### src/rtl/gouram_trace_drain.sv
// gouram_trace_drain: buffers 160-bit tracer records in a FIFO and streams each
// record out as a 6-beat 32-bit packet (header + 5 data words). When the FIFO
// is full, records are dropped and the drops are counted.
module gouram_trace_drain #(
  parameter int unsigned FIFO_DEPTH = 4
) (
  input  logic                        clk,
  input  logic                        rst_n,
  input  logic [159:0]                trace_data_i,
  input  logic                        trace_capture_enable_i,
  input  logic                        trace_ready_i,
  output logic [31:0]                 m_data_o,
  output logic                        m_valid_o,
  input  logic                        m_ready_i,
  output logic                        m_last_o,
  output logic [$clog2(FIFO_DEPTH):0] fifo_level_o,
  output logic [31:0]                 overflow_total_o
);

  localparam int unsigned AW = $clog2(FIFO_DEPTH);
  localparam int unsigned LW = AW + 1;

  typedef enum logic {S_IDLE, S_SEND} state_t;

  logic [159:0]  r_mem [FIFO_DEPTH];
  logic [AW-1:0] r_wr_ptr;
  logic [AW-1:0] r_rd_ptr;
  logic [LW-1:0] r_count;
  state_t        r_state;
  state_t        w_state_nxt;
  logic [2:0]    r_beat;
  logic [2:0]    w_beat_nxt;
  logic [31:0]   r_data;
  logic [31:0]   w_data_nxt;
  logic          r_valid;
  logic          w_valid_nxt;
  logic          r_last;
  logic          w_last_nxt;
  logic          w_load;
  logic [7:0]    r_seq;
  logic [15:0]   r_drop_pend;
  logic [31:0]   r_ovf;

  logic          w_event;
  logic          w_full;
  logic          w_hs;
  logic          w_pop;
  logic          w_push;
  logic          w_drop;
  logic [159:0]  w_head;
  logic [31:0]   w_hdr;

  assign w_event = trace_capture_enable_i & trace_ready_i;
  assign w_full  = (r_count == LW'(FIFO_DEPTH));
  assign w_hs    = (r_state == S_SEND) & r_valid & m_ready_i;
  assign w_pop   = w_hs & (r_beat == 3'd5);
  assign w_drop  = w_event & w_full & ~w_pop;
  assign w_push  = w_event & ~w_drop;
  assign w_head  = r_mem[r_rd_ptr];
  assign w_hdr   = {8'hA5, r_seq, r_drop_pend};

  assign m_data_o         = r_data;
  assign m_valid_o        = r_valid;
  assign m_last_o         = r_last;
  assign fifo_level_o     = r_count;
  assign overflow_total_o = r_ovf;

  // Selects data word idx (0..4) of a record.
  function automatic logic [31:0] rec_word(input logic [159:0] rec, input logic [2:0] idx);
    case (idx)
      3'd0:    rec_word = rec[31:0];
      3'd1:    rec_word = rec[63:32];
      3'd2:    rec_word = rec[95:64];
      3'd3:    rec_word = rec[127:96];
      default: rec_word = rec[159:128];
    endcase
  endfunction

  // Record storage; contents need no reset because pointers/count gate all reads.
  always_ff @(posedge clk) begin
    if (w_push) r_mem[r_wr_ptr] <= trace_data_i;
  end

  // FIFO pointers, occupancy and drop accounting.
  always_ff @(posedge clk or negedge rst_n) begin
    if (!rst_n) begin
      r_wr_ptr    <= '0;
      r_rd_ptr    <= '0;
      r_count     <= '0;
      r_drop_pend <= '0;
      r_ovf       <= '0;
    end else begin
      if (w_push) r_wr_ptr <= r_wr_ptr + AW'(1);
      if (w_pop)  r_rd_ptr <= r_rd_ptr + AW'(1);
      case ({w_push, w_pop})
        2'b10:   r_count <= r_count + LW'(1);
        2'b01:   r_count <= r_count - LW'(1);
        default: r_count <= r_count;
      endcase
      if (w_load)
        r_drop_pend <= {15'd0, w_drop};
      else if (w_drop && (r_drop_pend != 16'hFFFF))
        r_drop_pend <= r_drop_pend + 16'd1;
      if (w_drop && (r_ovf != 32'hFFFF_FFFF))
        r_ovf <= r_ovf + 32'd1;
    end
  end

  // FSM state and registered stream outputs.
  always_ff @(posedge clk or negedge rst_n) begin
    if (!rst_n) begin
      r_state <= S_IDLE;
      r_beat  <= '0;
      r_data  <= '0;
      r_valid <= 1'b0;
      r_last  <= 1'b0;
      r_seq   <= '0;
    end else begin
      r_state <= w_state_nxt;
      r_beat  <= w_beat_nxt;
      r_data  <= w_data_nxt;
      r_valid <= w_valid_nxt;
      r_last  <= w_last_nxt;
      if (w_load) r_seq <= r_seq + 8'd1;
    end
  end

  // Next-state and next-beat selection; a header load happens from IDLE or back-to-back after beat 5.
  always_comb begin
    w_state_nxt = r_state;
    w_beat_nxt  = r_beat;
    w_data_nxt  = r_data;
    w_valid_nxt = r_valid;
    w_last_nxt  = r_last;
    w_load      = 1'b0;
    case (r_state)
      S_IDLE: begin
        if (r_count != '0) begin
          w_load      = 1'b1;
          w_state_nxt = S_SEND;
          w_beat_nxt  = 3'd0;
          w_data_nxt  = w_hdr;
          w_valid_nxt = 1'b1;
          w_last_nxt  = 1'b0;
        end
      end
      S_SEND: begin
        if (w_hs) begin
          if (r_beat != 3'd5) begin
            w_beat_nxt = r_beat + 3'd1;
            w_data_nxt = rec_word(w_head, r_beat);
            w_last_nxt = (r_beat == 3'd4);
          end else if ((r_count > LW'(1)) || w_event) begin
            w_load     = 1'b1;
            w_beat_nxt = 3'd0;
            w_data_nxt = w_hdr;
            w_last_nxt = 1'b0;
          end else begin
            w_state_nxt = S_IDLE;
            w_beat_nxt  = 3'd0;
            w_valid_nxt = 1'b0;
            w_last_nxt  = 1'b0;
          end
        end
      end
      default: w_state_nxt = S_IDLE;
    endcase
  end

endmodule

### config.mk
export PLATFORM = sky130hd
export DESIGN_NAME = gouram_trace_drain
export DESIGN_NICKNAME = d
export VERILOG_FILES = /design/src/rtl/gouram_trace_drain.sv
export SDC_FILE = /design/constraint.sdc
export NUM_CORES = 1
export LEC_CHECK = 0
export ABC_CLOCK_PERIOD_IN_PS = 16000
export CAP_MARGIN = 15
export CORE_UTILIZATION = 30
export DETAILED_ROUTE_END_ITERATION = 12
export GPL_ROUTABILITY_DRIVEN = 0
export PLACE_DENSITY_LB_ADDON = 0.05
export REMOVE_ABC_BUFFERS = 1
export SLEW_MARGIN = 40
export SYNTH_ARGS = -nofsm -noshare
export SYNTH_HDL_FRONTEND = slang
export SYNTH_SLANG_ARGS = --single-unit
### constraint.sdc
create_clock -name clk -period 16 [get_ports clk]
set_input_delay 1.6 -clock clk [delete_from_list [all_inputs] [get_ports clk]]
set_output_delay 1.6 -clock clk [all_outputs]
set_load 0.05 [all_outputs]
# Word level (Yosys, flattened, before mapping)

Memories as Yosys holds them, arrays and structs flattened.
Index checks and enable logic that the tools add are counted.

Shifts and indexed selects: 0
$lt $le $gt $ge: 1
Mux-type cells: 32
Bitwise gates (word level): 10
Divide/modulo/power cells: 0
Add/subtract/negate cells: 8
Reductions and logical operators: 10
$mul: 0
Equality and inequality tests: 16

Operators by type and width:

| kind                                                                             | number |
|---|---|
| 32-bit 2-to-1 mux                                                                | 4 |
| 32-bit one-hot mux with 4 select lines                                           | 1 |
| 32-bit one-hot mux with 2 select lines                                           | 1 |
| 32-bit by 1-bit adder with 32-bit output (second input constant)                 | 1 |
| 16-bit 2-to-1 mux                                                                | 2 |
| 32-bit inequality test (second input constant)                                   | 1 |
| 16-bit by 1-bit adder with 16-bit output (second input constant)                 | 1 |
| 16-bit inequality test (second input constant)                                   | 1 |
| 1-bit 2-to-1 mux                                                                 | 15 |
| 3-bit one-hot mux with 2 select lines                                            | 2 |
| 3-bit == test (second input constant)                                            | 3 |
| 3-bit 2-to-1 mux                                                                 | 3 |
| 8-bit by 1-bit adder with 8-bit output (second input constant)                   | 1 |
| 1-bit one-hot mux with 2 select lines                                            | 4 |
| 1-bit bitwise AND                                                                | 7 |
| 3-bit by 1-bit adder with 3-bit output (second input constant)                   | 2 |
| 3-bit by 2-bit == test with 1-bit output (second input constant)                 | 2 |
| 2-bit inequality test (second input constant)                                    | 3 |
| 2-bit by 1-bit adder with 2-bit output (second input constant)                   | 2 |
| 4-bit AND reduction                                                              | 1 |
| 2-bit nonzero test                                                               | 2 |
| 3-bit by 1-bit == test with 1-bit output (second input constant)                 | 1 |
| 3-bit by 1-bit greater-than comparator with 1-bit output (second input constant) | 1 |
| 3-bit zero test                                                                  | 1 |
| other kinds (12)                                                                 | 15 |

Output and inout port bits: 69
Logic and storage cells: 89
Bits in writable memories: 640
Memories kept: 1
Bits in latches: 0
Bits in registers: 101
ROM bits: 0
Bits of input ports: 165

Memory list:

| memory | words | width | rd ports | clocked after Yosys merged registers in | write ports | RTL line | source |
|---|---|---|---|---|---|---|---|
| r_mem  | 4     | 160   | 1        | 0                                       | 1           | 25       | `logic [159:0] r_mem [FIFO_DEPTH];` |

# Longest topological paths before layout

Depth in word-level cells: 9
Gate-level depth with buffers: 12

# Least setup slack after synthesis

OpenSTA, ideal clock, no wires.

Path type: in2reg
From: in m_ready_i
To: mem r_mem[0][0] (enable)
Stages on the path: 5
Arrival time: 6.376 ns
Buffers on the path: 1
Path slack: 9.085 ns
Required time: 15.461 ns
Path through: nand2_1 o21ai_0 and3_1 clkbuf_1 and2_1

Word-level cells in the longest chain between the ends: 8

Ends and longest elaborated chain:

| what                                   | RTL line | source |
|---|---|---|
| from (decl)                            | 14       | `input logic m_ready_i,` |
| 1-bit bitwise AND                      | 55       | `assign w_hs = (r_state == S_SEND) & r_valid & m_ready_i;` |
| 1-bit bitwise AND                      | 56       | `assign w_pop = w_hs & (r_beat == 3'd5);` |
| 1-bit inverter                         | 57       | `assign w_drop = w_event & w_full & ~w_pop;` |
| 1-bit bitwise AND                      | 57       |  |
| 1-bit inverter                         | 58       | `assign w_push = w_event & ~w_drop;` |
| 1-bit bitwise AND                      | 58       |  |
| 1-bit 2-to-1 mux                       | 81       | `if (w_push) r_mem[r_wr_ptr] <= trace_data_i;` |
| 1-bit 2-to-1 mux (not written as such) | 81       |  |
| to (decl)                              | 25       |  |

Every way passes these cells.

# Worst setup path after layout

From: in m_ready_i
To: mem r_mem[2][101] (enable)

The elaborated chain is that of the path after synthesis.

==> impl_metrics.toml <==
[run_status]
status = "finished clean"

[synthesis]
muxShareOfSynthArea = 0.133
synth_seq_cells = 741
synth_area_mm2 = 0.0291
synth_compound_area_frac = 0.0394
ys.flop_type = "edfxtp_1"
synth_seq_area_share = 0.748
ys_warn_count = 0
synthSimpleGateAreaFrac = 0.0454
yosys.area_share.adder = 0.00560
synth_edf_count = 640
synth_top_family_by_area = "multiplexers"
synth_xor_area_frac = 0.0160
synth_area_per_cell_um2 = 19.5
syn-instance-count = 1494
synth-async-reset-ratio = 0.136
ys_types = 57

[clock_tree]
clk_pin_slew_ns = 0.06
cts_sinks = 741
clockBufferDepth = 3
ctsRootBufferMaster = "clkbuf_16"
post-cts-setup-buffers = 0
cts_hold_buf = 0
cts_tree = "yes"
insertion_delay_ns = 0.63
cts.repair.resized = 0
h-tree-depth = 3
cts_inserted_buffers = 85

[setup_path]
start_kind = "primary input"
r2r_start = "r_state"
r2r_slack_ns = 11.71
cp-end-kind = "flop"
crit_fanout = 60
r2r_cells = 6
arrival_ns = 5.07
crit_type = "in2reg"
reg2reg_to = "r_mem[2][101]"
crit_required_ns = 16.25

[floorplan]
die_area_mm2 = 0.0981
rows = 113
die_w_um = 313
die_y_um = 313
initial_utilization = 0.305
core_area_mm2 = 0.0954
top_level_ports = 234

[hold_path]
hold_end = "m_last_o"
hold_start = "m_last_o"
holdPathStages = 2
hold_class = "reg2reg"

[grt]
grt_pass1_vias = 16100
gr-usage-all-layers = 0.157
grt_overflow = 0
grt_antenna_before_repair = 5
grt_start_max_net_pins = 62
grt_pass1_wl_um = 112000

[cells_and_area]
seq_area_mm2 = 0.0218
final_cell_mix = "640 x edfxtp_1, 232 x clkdlybuf4s50_1, 152 x mux4_2"
area_delta_synth_final_pct = 23.0
drive_gt1_frac = 0.183
nNetsFinal = 1949
n_antenna_cell = 0
multi_input_area_mm2 = 0.00700
final_common_cell = "edfxtp_1"
final_util = 0.375
fillCellCount = 8879
final_area_mm2 = 0.0357

[route]
route.vias.total = 15100
drt-initial-drc-count = 1098
antenna_left = 0
vias_per_cell = 4.87
drc_errors = 0
routed_wl_um = 76500
first_pass_iters = 5
wl_per_cell_um = 24.7

[power_and_ir_drop]
power.density_mw_per_mm2 = 169
leakagePower_nw = 11.7
p_total_w = 0.00602
max-vdd-ir-drop_mv = 0.0892

[timing]
timing.final.crit_share = 0.302
max_freq_mhz = 207
setup_viol = 0
slew_headroom = 0.467
tightest_slew_ns = 0.793
report.final.slew_viol_count = 0
fin_ws_ns = 11.17
min_period_ns = 4.83
hold_viol = 0
tns_ns = 0
rsz0062_at_grt = "no"
skew_ns = 0.0242

[place]
place_area_mm2 = 0.0331
portBuffers = 233
place_hpwl_um = 46300
post-place-ws_ns = 10.48

[run]
max_cap_violations = 0
==> critical path, cell delays in order <==
cell,delay [ns]
clkdlybuf4s50_1,0.52
nand2_1,0.18
o21ai_0,0.62
and3_1,0.60
and2_4,0.57
buf_12,0.29
buf_6,0.59
==> metrics by stage <==
stage          hold slack [ns]  cells
2_1_floorplan            0.458   1421
3_3_place_gp             0.460   2941
3_5_place_dp             0.466   2948
4_1_cts                  0.480   3097
5_1_grt                  0.507   3098
6_report                 0.471   3098
==> kinds of logic (layout without fill, tap and decap cells) <==
| logic type | after synthesis | count (layout) |
|---|---|---|
| and+or+nand+nor | 260 | 260 |
| buffers and inverters | 87 | 426 |
| muxes | 195 | 195 |
| adders and majority gates | 13 | 13 |
| DFF | 741 | 741 |
| AOI/OAI and AO/OA | 145 | 145 |
| xor gates and xnor gates | 53 | 53 |
==> where the power goes <==
group          internal [W]  leakage (nW)  switching (W)
clock               0.00111          1.30       0.000754
sequential          0.00235          7.13       0.000136
combinational      0.000701          3.26       0.000976
total               0.00416          11.7        0.00187
==> how the worst max path moves through the flow <==
stage	start	endpoint	slack [ns]
2_1_floorplan	r_rd_ptr[0]	m_data_o[30]	8.30
5_1_grt	m_ready_i	r_mem[2][101]	10.94
6_report	m_ready_i	r_mem[2][101]	11.17
3_5_place_dp	m_ready_i	r_mem[2][141]	10.48
4_1_cts	m_ready_i	r_mem[2][5]	11.15
3_3_place_gp	m_ready_i	r_mem[2][141]	10.17
==> cell type report <==
class	instances	share of cell area
multi-input cells	666	0.196
repair buffers	263	0.0755
flip-flops and latches	741	0.609
well taps	1265	0.0443
inverters	14	0.00147
clock inverters	25	0.00634
clock buffers	124	0.0679
==> cell usage after synthesis (all sizes together), types with 20 or more instances <==
| cell | instances | share of area |
|---|---|---|
| nand3 | 46 | 0.0079 |
| edfxtp | 640 | 0.66 |
| dfrtp | 101 | 0.087 |
| nor2 | 51 | 0.0066 |
| buf | 35 | 0.0058 |
| clkbuf | 38 | 0.0049 |
| xnor2 | 39 | 0.012 |
| a22oi | 31 | 0.0080 |
| mux4 | 152 | 0.12 |
| mux2i | 37 | 0.013 |
| nand4 | 20 | 0.0048 |
| o221ai | 24 | 0.0072 |
| nand2 | 73 | 0.0094 |
==> routing by layer <==
metal,up-vias,part of all wire,track usage
li1,6674,-,-
met1,7945,0.44,0.210
met2,342,0.50,0.262
met3,116,0.045,0.0314
met4,6,0.020,0.0408
met5,-,0.00051,0
==> flip-flops by register name (all words and copies together) (netlist names) <==
name,count
r_seq,8
overflow_total_o,32
r_beat,3
m_last_o,1
m_data_o,32
r_wr_ptr,2
r_drop_pend,16
r_state,1
fifo_level_o,3
m_valid_o,1
r_rd_ptr,2
r_mem,640
No activity file was read; power rests on OpenSTA's default activity.
